File: config.mk
export PLATFORM = sky130hd
export DESIGN_NAME = io_mmio_ctrl
export DESIGN_NICKNAME = d
export VERILOG_FILES = /design/src/rtl/io_mmio_ctrl.sv
export SDC_FILE = /design/constraint.sdc
export NUM_CORES = 1
export LEC_CHECK = 0
export BUFFER_PORTS_ARGS = -buffer_cell sky130_fd_sc_hd__buf_2
export CORE_MARGIN = 2
export CORE_UTILIZATION = 30
export DETAILED_ROUTE_END_ITERATION = 16
export PLACE_DENSITY = 0.48
export SLEW_MARGIN = 30
export SYNTH_ARGS = -nofsm -noshare
export SYNTH_HDL_FRONTEND = slang
export SYNTH_SLANG_ARGS = --single-unit
File: constraint.sdc
create_clock -name CLOCK_50 -period 6.2 [get_ports CLOCK_50]
set_input_delay 0.93 -clock CLOCK_50 [delete_from_list [all_inputs] [get_ports CLOCK_50]]
set_output_delay 0.93 -clock CLOCK_50 [all_outputs]
set_load 0.05 [all_outputs]
File: src/rtl/io_mmio_ctrl.sv
// io_mmio_ctrl: memory-mapped board I/O between the CPU load/store stage and
// the board pins. Owns HEX0/HEX1 and LEDR, synchronizes and debounces KEY, and
// keeps sticky write-1-to-clear key-press and overrun flags.
// Ports:
//   CLOCK_50, RESET_N          clock, synchronous active-low reset
//   wr_en, rd_en, addr, wdata  CPU store/load strobes, byte address, store data
//   rdata, rd_valid            registered load data and its one-cycle qualifier
//   KEY                        raw active-low push-buttons (asynchronous)
//   HEX0, HEX1, LEDR           registered display and LED pin drive
module io_mmio_ctrl #(
  parameter int unsigned       DBITS           = 32,
  parameter logic [DBITS-1:0]  ADDR_HEX        = 32'hFFFF_0000,
  parameter logic [DBITS-1:0]  ADDR_LEDR       = 32'hFFFF_0020,
  parameter logic [DBITS-1:0]  ADDR_KEY        = 32'hFFFF_0080,
  parameter logic [DBITS-1:0]  ADDR_KEYCTL     = 32'hFFFF_0084,
  parameter int unsigned       DEBOUNCE_CYCLES = 16,
  parameter bit                SEG_DECODE      = 1'b1
) (
  input  logic             CLOCK_50,
  input  logic             RESET_N,
  input  logic             wr_en,
  input  logic             rd_en,
  input  logic [DBITS-1:0] addr,
  input  logic [DBITS-1:0] wdata,
  output logic [DBITS-1:0] rdata,
  output logic             rd_valid,
  input  logic [3:0]       KEY,
  output logic [6:0]       HEX0,
  output logic [6:0]       HEX1,
  output logic [9:0]       LEDR
);

  localparam int unsigned CW = $clog2(DEBOUNCE_CYCLES) + 1;
  localparam logic [CW-1:0] CNT_LAST = CW'(DEBOUNCE_CYCLES - 1);

  // Nibble to pin code: active-low gfedcba font, or raw nibble for simulation.
  function automatic logic [6:0] hex_enc(input logic [3:0] n);
    logic [6:0] seg;
    case (n)
      4'h0: seg = 7'b1000000;
      4'h1: seg = 7'b1111001;
      4'h2: seg = 7'b0100100;
      4'h3: seg = 7'b0110000;
      4'h4: seg = 7'b0011001;
      4'h5: seg = 7'b0010010;
      4'h6: seg = 7'b0000010;
      4'h7: seg = 7'b1111000;
      4'h8: seg = 7'b0000000;
      4'h9: seg = 7'b0010000;
      4'hA: seg = 7'b0001000;
      4'hB: seg = 7'b0000011;
      4'hC: seg = 7'b1000110;
      4'hD: seg = 7'b0100001;
      4'hE: seg = 7'b0000110;
      default: seg = 7'b0001110;
    endcase
    return SEG_DECODE ? seg : {3'b000, n};
  endfunction

  logic [7:0]       hex_val_q, hex_val_d;
  logic [9:0]       led_val_q, led_val_d;
  logic [6:0]       hex0_q, hex1_q;
  logic [9:0]       ledr_q;
  logic [DBITS-1:0] rdata_q, rdata_d;
  logic             rd_valid_q;
  logic [3:0]       sync1_q, sync2_q;
  logic [3:0]       stable_q, stable_d;
  logic [CW-1:0]    cnt_q [4];
  logic [CW-1:0]    cnt_d [4];
  logic [3:0]       pressed_prev_q;
  logic [3:0]       press_q, press_d;
  logic [3:0]       ovr_q, ovr_d;

  logic [3:0]       pressed_c, rise_c;
  logic [7:0]       clr_c;
  logic             unused_wdata_c;

  assign unused_wdata_c = ^wdata[DBITS-1:10];

  // Next-state: register writes, debounce, sticky flags, load data.
  always_comb begin
    hex_val_d = hex_val_q;
    led_val_d = led_val_q;
    stable_d  = stable_q;
    rdata_d   = rdata_q;
    for (int i = 0; i < 4; i++) cnt_d[i] = cnt_q[i];

    if (wr_en && addr == ADDR_HEX)  hex_val_d = wdata[7:0];
    if (wr_en && addr == ADDR_LEDR) led_val_d = wdata[9:0];

    // Mismatches are counted off the first stage for latency; the flip is
    // committed only when the resolved second stage agrees as well.
    for (int i = 0; i < 4; i++) begin
      if (sync1_q[i] != stable_q[i]) begin
        if (cnt_q[i] == CNT_LAST && sync2_q[i] != stable_q[i]) begin
          stable_d[i] = ~stable_q[i];
          cnt_d[i]    = '0;
        end else if (cnt_q[i] != CNT_LAST) begin
          cnt_d[i] = cnt_q[i] + CW'(1);
        end
      end else begin
        cnt_d[i] = '0;
      end
    end

    pressed_c = ~stable_q;
    rise_c    = pressed_c & ~pressed_prev_q;
    clr_c     = (wr_en && addr == ADDR_KEYCTL) ? wdata[7:0] : 8'h00;
    // Set beats clear on the same bit.
    press_d   = (press_q & ~clr_c[3:0]) | rise_c;
    ovr_d     = (ovr_q & ~clr_c[7:4]) | (rise_c & press_q);

    // Loads see pre-write register values.
    if (rd_en) begin
      if (addr == ADDR_HEX)         rdata_d = DBITS'(hex_val_q);
      else if (addr == ADDR_LEDR)   rdata_d = DBITS'(led_val_q);
      else if (addr == ADDR_KEY)    rdata_d = DBITS'(pressed_c);
      else if (addr == ADDR_KEYCTL) rdata_d = DBITS'({ovr_q, press_q});
      else                          rdata_d = '0;
    end
  end

  // State and pin registers.
  always_ff @(posedge CLOCK_50) begin
    if (!RESET_N) begin
      hex_val_q      <= '0;
      led_val_q      <= '0;
      hex0_q         <= hex_enc(4'h0);
      hex1_q         <= hex_enc(4'h0);
      ledr_q         <= '0;
      rdata_q        <= '0;
      rd_valid_q     <= 1'b0;
      sync1_q        <= '1;
      sync2_q        <= '1;
      stable_q       <= '1;
      for (int i = 0; i < 4; i++) cnt_q[i] <= '0;
      pressed_prev_q <= '0;
      press_q        <= '0;
      ovr_q          <= '0;
    end else begin
      hex_val_q      <= hex_val_d;
      led_val_q      <= led_val_d;
      hex0_q         <= hex_enc(hex_val_q[3:0]);
      hex1_q         <= hex_enc(hex_val_q[7:4]);
      ledr_q         <= led_val_q;
      rdata_q        <= rdata_d;
      rd_valid_q     <= rd_en;
      sync1_q        <= KEY;
      sync2_q        <= sync1_q;
      stable_q       <= stable_d;
      for (int i = 0; i < 4; i++) cnt_q[i] <= cnt_d[i];
      pressed_prev_q <= pressed_c;
      press_q        <= press_d;
      ovr_q          <= ovr_d;
    end
  end

  assign rdata    = rdata_q;
  assign rd_valid = rd_valid_q;
  assign HEX0     = hex0_q;
  assign HEX1     = hex1_q;
  assign LEDR     = ledr_q;

endmodule

==> reports/metrics.yaml, run 1 <==
netSwitchingPower_mw: 0.300
cp_max_fo: 17
row_count: 44
swShare: 0.244
slowest_stage: "and3_1"
worst_pin_slew_ps: 895
clk_latency_ps: 350
drive_above_1_share: 0.185
min_period_ps: 3250
holdPathStages: 2
wl_per_cell_microns: 13.3
cts-htree-levels: 3
start_kind: "input port"
power_density_mw_per_mm2: 241
worstPathRequired_ps: 6470
r2r.worst_path.cells: 6
grt_antenna_before_repair: 0
synth_ff_type: "dfxtp_1"
portBuffers: 84
clockBufferDepth: 2
reg2reg_from: "cnt_q[3][0]"
post-cts-setup-buffers: 0
cpPeakStageDelay_ps: 750
hold_end: "LEDR[6]"
syn_inst: 489
via_per_inst: 4.61
antennaDiodeCount: 0
ant_nets: 0
setup.worst_path.end_class: "flip-flop"
p_int_mw: 0.930
syn_area_sq_mm: 0.00438
hold_viol: 0
dr.first_iter.drc_count: 137
hpwl_mm: 7.19
yosysTopAreaCell: "dfxtp_1"
rsz0062_at_grt: "no"
synthToLayoutAreaGrowth_pct: 16.7
drc: 0
arrival_ps: 3520
drv_cap: 0
fill_cells: 1509
regToRegSetupSlack_ps: 4600
synth_edf_count: 0
cts.repair.resized: 0
min_from: "led_val_q[6]"
wirelength_mm: 9.90
ys_seq_area_frac: 0.443
track_usage: 0.129
vdd.ir_drop.worst_mv: 0.138
min_path_type: "flip-flop to flip-flop"
synth_seq_cells: 97
io_pins: 129
fin_skew_ps: 8.55
grt_max_degree: 53
dieArea_sq_mm: 0.0156
synth_commonest_cells: "dfxtp_1 (97), nor2_1 (63), nand2_1 (44), mux2i_1 (32), clkbuf_1 (25)"
clk_pin_slew_ps: 70
synth_cell_types: 42
grt_pass1_wl_mm: 16.1
synth_area_leaders: "dfxtp_1 (44%), mux2i_1 (7.3%), ha_1 (5.7%)"
clock_sinks: 97
cts_tree: "built"
synthArstFlopShare: 0
fin_tns_setup_ps: 0
start_util: 0.304
root_buffer: "clkbuf_16"
fp.dieH_microns: 125
syn_area_per_cell_sq_um: 8.96
grt_pass1_vias: 3276
synth.most_common_cell: "dfxtp_1"
first_pass_iters: 4
p_leak_nw: 2.21
clockPowerShare: 0.426
max-slew-margin-rel: 0.403
synth_top_area_share: 0.443
combPwrFrac: 0.061
worstPathCellList: "buf_2 > or4b_1 > nor4_2 > and2_1 > and3_1 > mux2i_1"
yosysWarningCount: 0
gp_congestion: 0.734
max_freq_mhz: 308
fin_crit_sh: 0.524
worst-setup-path-type: "input port to flip-flop"
slew_viol_final: 0
holdBufCountCts: 0
core_area_sq_mm: 0.0144
fp.dieW_microns: 125
seqPwrFrac: 0.512
layout.nets: 648
setup_viol: 0
overflow: 0
cts_made_buffers: 9
outcome: "finished clean"
worstReg2RegEnd: "cnt_q[3][3]"
hold_slack_ps: 457
detailroute.via_count: 3435
-- sequential cells by signal (all words and copies together), names as in the netlist --
signal,flops
ovr_q,4
cnt_q,20
press_q,4
sync2_q,4
hex_val_q,8
stable_q,4
rd_valid,1
LEDR,10
pressed_prev_q,4
rdata,10
sync1_q,4
HEX1,7
HEX0,7
led_val_q,10
-- cells in the final DEF, fill, tap and decap left out, drive strengths merged, types with 10 or more instances in the layout --
master	count
mux2i	32
a21oi	23
ha	20
inv	19
buf	86
xor2	16
nand2b	17
o21ai	16
dfxtp	97
nand4	10
nor2b	11
conb	22
nand2	44
clkbuf	12
nor2	63
-- logic make-up (layout without fill, tap and decap cells) --
family          after synthesis  count (layout)  synth area share
flops                        97              97             0.443
other cells                   1              22          0.000856
fa+ha+maj                    20              20            0.0571
xor+xnor                     20              20            0.0400
compound gates               71              71             0.101
simple gates                176             176             0.199
buf+inv                      71             122            0.0828
mux                          33              33            0.0757
-- metal layers --
| metal | share of wire | global-route usage | wire length [microns] | up-vias |
|---|---|---|---|---|
| li1 | - | - | - | 1747 |
| met1 | 0.46 | 0.163 | 4570 | 1602 |
| met2 | 0.48 | 0.212 | 4750 | 75 |
| met3 | 0.041 | 0.0309 | 404 | 11 |
| met4 | 0.017 | 0.0490 | 166 | 0 |
| met5 | 0 | 0 | 0 | - |
-- worst max-delay path by stage --
stage                 start      endpoint  slack (ps)  depth (start not counted)
floorplan           addr[8]  led_val_q[0]        3580                          7
global placement    addr[8]  led_val_q[3]        2640                          6
detailed placement  addr[8]  led_val_q[5]        2580                          6
CTS                 addr[8]  led_val_q[2]        2940                          6
global route        addr[8]  led_val_q[9]        2750                          6
finish              addr[8]  led_val_q[5]        2950                          6
-- cell type report --
| cell class | instances | area (sq um) | share of cell area |
|---|---|---|---|
| multi-input cells | 342 | 2150 | 0.421 |
| inverters | 20 | 75.1 | 0.0147 |
| clock inverters | 4 | 28.8 | 0.00563 |
| clock buffers | 12 | 246 | 0.0482 |
| repair buffers | 86 | 435 | 0.0852 |
| well taps | 184 | 230 | 0.0450 |
| flip-flops and latches | 97 | 1940 | 0.380 |
-- power by group through the flow --
stage               logic [mW]  registers [mW]  clock network, mW
global route            0.0812           0.631              0.569
CTS                     0.0757           0.630              0.542
floorplan               0.0608           0.645                  0
finish                  0.0754           0.631              0.525
global placement        0.0743           0.644                  0
detailed placement      0.0755           0.645                  0
-- critical path: cells and delay by family --
kind	cells	cell delay, ps
mux	1	250
buf+inv	1	90
simple gates	4	2240
-- stage by stage --
stage	power, mW	cell area [sq um]	setup slack [ps]	instances	utilization
final	1.23	5110	2950	745	0.354
after detailed placement	0.720	4840	2580	729	0.335
after floorplan	0.706	4460	3580	510	-
after global placement	0.719	4840	2640	729	0.335
after CTS	1.25	5110	2940	745	0.354
after global routing	1.28	5110	2750	745	0.354
Power figures use the tool's default switching activity.
==> run 2: changes to the inputs <==
--- a/config.mk
+++ b/config.mk
@@ -5,11 +5,12 @@
 export SDC_FILE = /design/constraint.sdc
 export NUM_CORES = 1
 export LEC_CHECK = 0
+export ABC_AREA = 1
 export BUFFER_PORTS_ARGS = -buffer_cell sky130_fd_sc_hd__buf_2
 export CORE_MARGIN = 2
 export CORE_UTILIZATION = 30
 export DETAILED_ROUTE_END_ITERATION = 16
-export PLACE_DENSITY = 0.48
+export PLACE_DENSITY = 0.5
 export SLEW_MARGIN = 30
 export SYNTH_ARGS = -nofsm -noshare
 export SYNTH_HDL_FRONTEND = slang
==> constraint.sdc (replaced) <==
create_clock -name CLOCK_50 -period 2.7 [get_ports CLOCK_50]
set_input_delay 0.405 -clock CLOCK_50 [delete_from_list [all_inputs] [get_ports CLOCK_50]]
set_output_delay 0.405 -clock CLOCK_50 [all_outputs]
set_load 0.05 [all_outputs]
==> run 2 against run 1 <==
  * Area after synthesis grew 0.34%
  * Clock-buffer cell count decreased by 3
  * Register-to-register slack lost 3700 ps
  * Combinational power increased by 140%
  * Wire length is 4.1% higher
  * Power grew 150%
  * Clock skew rose by 3.1 ps
  * Sequential cell count unchanged
  * Critical endpoint is now led_val_q[3]
  * Via count is 13% higher
  * Highest routed layer unchanged
  * First-iteration DRC count rose by 26%
==> reports/metrics.yaml, run 2 <==
stdcell_count: 848  # +14%
max-slew-margin-rel: 0.659  # +0.255
cts_made_buffers: 9  # unchanged
post-place-cells: 832  # +14%
yosysWarningCount: 0  # unchanged
rsz0062_at_grt: "no"
min_period_ps: 1820
synth_edf_count: 0  # unchanged
synth_seq_cells: 97  # unchanged
clock_sinks: 97  # unchanged
fin_crit_sh: 0.676
regArea_sq_mm: 0.00194  # unchanged
layout_setup_ws_ps: 876  # -2070 ps
root_buffer: "clkbuf_16"
wirelength_mm: 10.3  # +4.1%
grt_antenna_before_repair: 0  # unchanged
outcome: "finished clean"
syn_area_sq_mm: 0.00440  # +0.34%
grt_pass1_wl_mm: 17.0  # +5.8%
setup_viol: 0  # unchanged
largest_register_ffs: 20  # unchanged
detailroute.via_count: 3867  # +13%
p_leak_nw: 2.37  # +7.1%
syn_inst: 576  # +18%
clk_pin_slew_ps: 70  # about the same
worstPathCellList: "buf_2 > nor2_1 > nand2_1 > nor3_4 > nand3_2 > nor2_4 > o21ai_0 > a21oi_1"
clk_latency_ps: 340  # about the same
via_per_inst: 4.56  # -1.1%
min_path_type: "input port to flip-flop"
hpwl_mm: 7.73  # +7.5%
portBuffers: 84  # unchanged
antennaDiodeCount: 0  # unchanged
synth_cell_types: 35  # -17%
mostFrequentLayoutCells: "nand2_1 (103), dfxtp_1 (97), buf_2 (84), nor2_1 (61), a21oi_1 (60)"
wl_per_cell_microns: 12.1  # -8.6%
fin_tns_setup_ps: 0  # unchanged
max_freq_mhz: 548
synth_area_leaders: "dfxtp_1 (44%), nand2_1 (8.8%), a21oi_1 (6.8%)"
fill_cells: 1548  # +2.6%
hold_viol: 0  # unchanged
start_util: 0.305  # +0.00104
synth.most_common_cell: "nand2_1"
multi_input_area_sq_mm: 0.00207  # -3.9%
yosysTopAreaCell: "dfxtp_1"
ys_seq_area_frac: 0.442  # -0.00151
slowest_stage: "nor2_4"
dieArea_sq_mm: 0.0156  # +0.34%
row_count: 44  # unchanged
fin_skew_ps: 11.7  # +3.11 ps
arrival_ps: 2100  # -1420 ps
cts-htree-levels: 3  # unchanged
cts.repair.resized: 0  # unchanged
start_kind: "input port"
synth_ff_type: "dfxtp_1"
syn_area_per_cell_sq_um: 7.63  # -15%
cts_tree: "built"
cp_max_fo: 18  # +1
clockBufferDepth: 2  # unchanged
vdd.ir_drop.worst_mv: 0.271  # +96%
holdBufCountCts: 0  # unchanged
post-cts-setup-buffers: 0  # unchanged
cp_num_buf_inv: 1  # unchanged
grt_max_degree: 31  # -42%
layout.nets: 751  # +16%
largest-register: "cnt_q"
layout_commonest_cell: "nand2_1"
power_density_mw_per_mm2: 575  # +140%
regToRegSetupSlack_ps: 920  # -3680 ps
worst-setup-path-type: "input port to flip-flop"
fp.dieW_microns: 125  # +0.17%
synth_top_area_share: 0.442  # -0.00151
synth_commonest_cells: "nand2_1 (103), dfxtp_1 (97), nor2_1 (61), a21oi_1 (60), inv_1 (59)"
dr.first_iter.drc_count: 173  # +26%
post_dp_cell_area_sq_mm: 0.00492  # +1.7%
grt_pass1_vias: 3602  # +10%
cpPeakStageDelay_ps: 420  # -330 ps
pre_cts_ws_ps: 529  # -2050 ps
slew_viol_final: 0  # unchanged
setup.worst_path.end_class: "flip-flop"
track_usage: 0.134  # +0.00504
gp_congestion: 0.858  # +17%
ant_nets: 0  # unchanged
power.total_mw: 3.02  # +150%
drv_cap: 0  # unchanged
core_area_sq_mm: 0.0144  # unchanged
drive_above_1_share: 0.181  # -0.00466
fp.dieH_microns: 125  # +0.17%
io_pins: 129  # unchanged
design_area_sq_mm: 0.00524  # +2.6%
synthToLayoutAreaGrowth_pct: 19.3
overflow: 0  # unchanged
cp_top_family: "simple AND/OR/NAND/NOR gates"
worst_pin_slew_ps: 509  # -386 ps
drc: 0  # unchanged
first_pass_iters: 5  # +1
synthArstFlopShare: 0  # unchanged
worstPathRequired_ps: 2980  # -3490 ps
-- run 2: cell count changes in the layout (fill, tap and decap cells not counted), moves of 5 or more --
| cell | before | now |
|---|---|---|
| nand2_1 | 44 | 103 |
| inv_1 | 19 | 59 |
| a21oi_1 | 23 | 60 |
| nand3_1 | 4 | 39 |
| mux2i_1 | 32 | 0 |
| o21ai_0 | 12 | 34 |
| nand2b_1 | 17 | 0 |
| nor2b_1 | 11 | 0 |
| or2_2 | 0 | 8 |
| nor3_1 | 2 | 9 |
| a211oi_1 | 7 | 2 |
| a31oi_1 | 8 | 3 |
| nand4b_1 | 5 | 0 |
-- run 2: cell type report --
| cell class | count | area share |
|---|---|---|
| clock buffer | 9 | 0.0429 |
| sequential | 97 | 0.370 |
| clock inverter | 7 | 0.0193 |
| multi-input combinational | 402 | 0.395 |
| inverter | 62 | 0.0444 |
| tap | 184 | 0.0439 |
| timing repair buffer | 87 | 0.0845 |
-- run 2: cell families (layout without fill, tap and decap cells) --
group                      Yosys count  after routing  share of synthesized area
xor gates and xnor gates            12             12                     0.0239
other                                1             22                   0.000853
DFF                                 97             97                      0.442
AOI/OAI and AO/OA                  106            106                      0.126
and+or+nand+nor                    242            242                      0.245
buffers and inverters               98            165                      0.105
adders and majority gates           20             20                     0.0569
-- run 2: per-layer routing --
layer | up-vias | global-route usage | wire length, microns
met3 | 12 | 0.0317 | 563
met4 | 0 | 0.0549 | 187
met5 | - | 0 | 0
li1 | 1999 | - | -
met1 | 1759 | 0.182 | 5110
met2 | 97 | 0.203 | 4440
-- run 2: worst paths after layout --
check	from	endpoint	depth (start not counted)
setup / recovery	addr[13]	led_val_q[3]	8
hold / removal	KEY[0]	sync1_q[0]	2
setup reg to reg	cnt_q[1][0]	cnt_q[1][0]	8
hold reg to reg	rdata[9]	rdata[9]	2
-- run 2: per-stage QoR --
| step | util | hold WS, ps |
|---|---|---|
| 2_1_floorplan | - | 417 |
| 3_3_place_gp | 0.341 | 441 |
| 3_5_place_dp | 0.341 | 441 |
| 4_1_cts | 0.364 | 236 |
| 5_1_grt | 0.364 | 231 |
| 6_report | 0.364 | 248 |
-- run 2: where the power goes --
group          internal [mW]  switching [mW]  total (mW)
Combinational         0.0446           0.137       0.182
Clock                  0.820           0.569        1.39
Sequential              1.44         0.00562        1.45
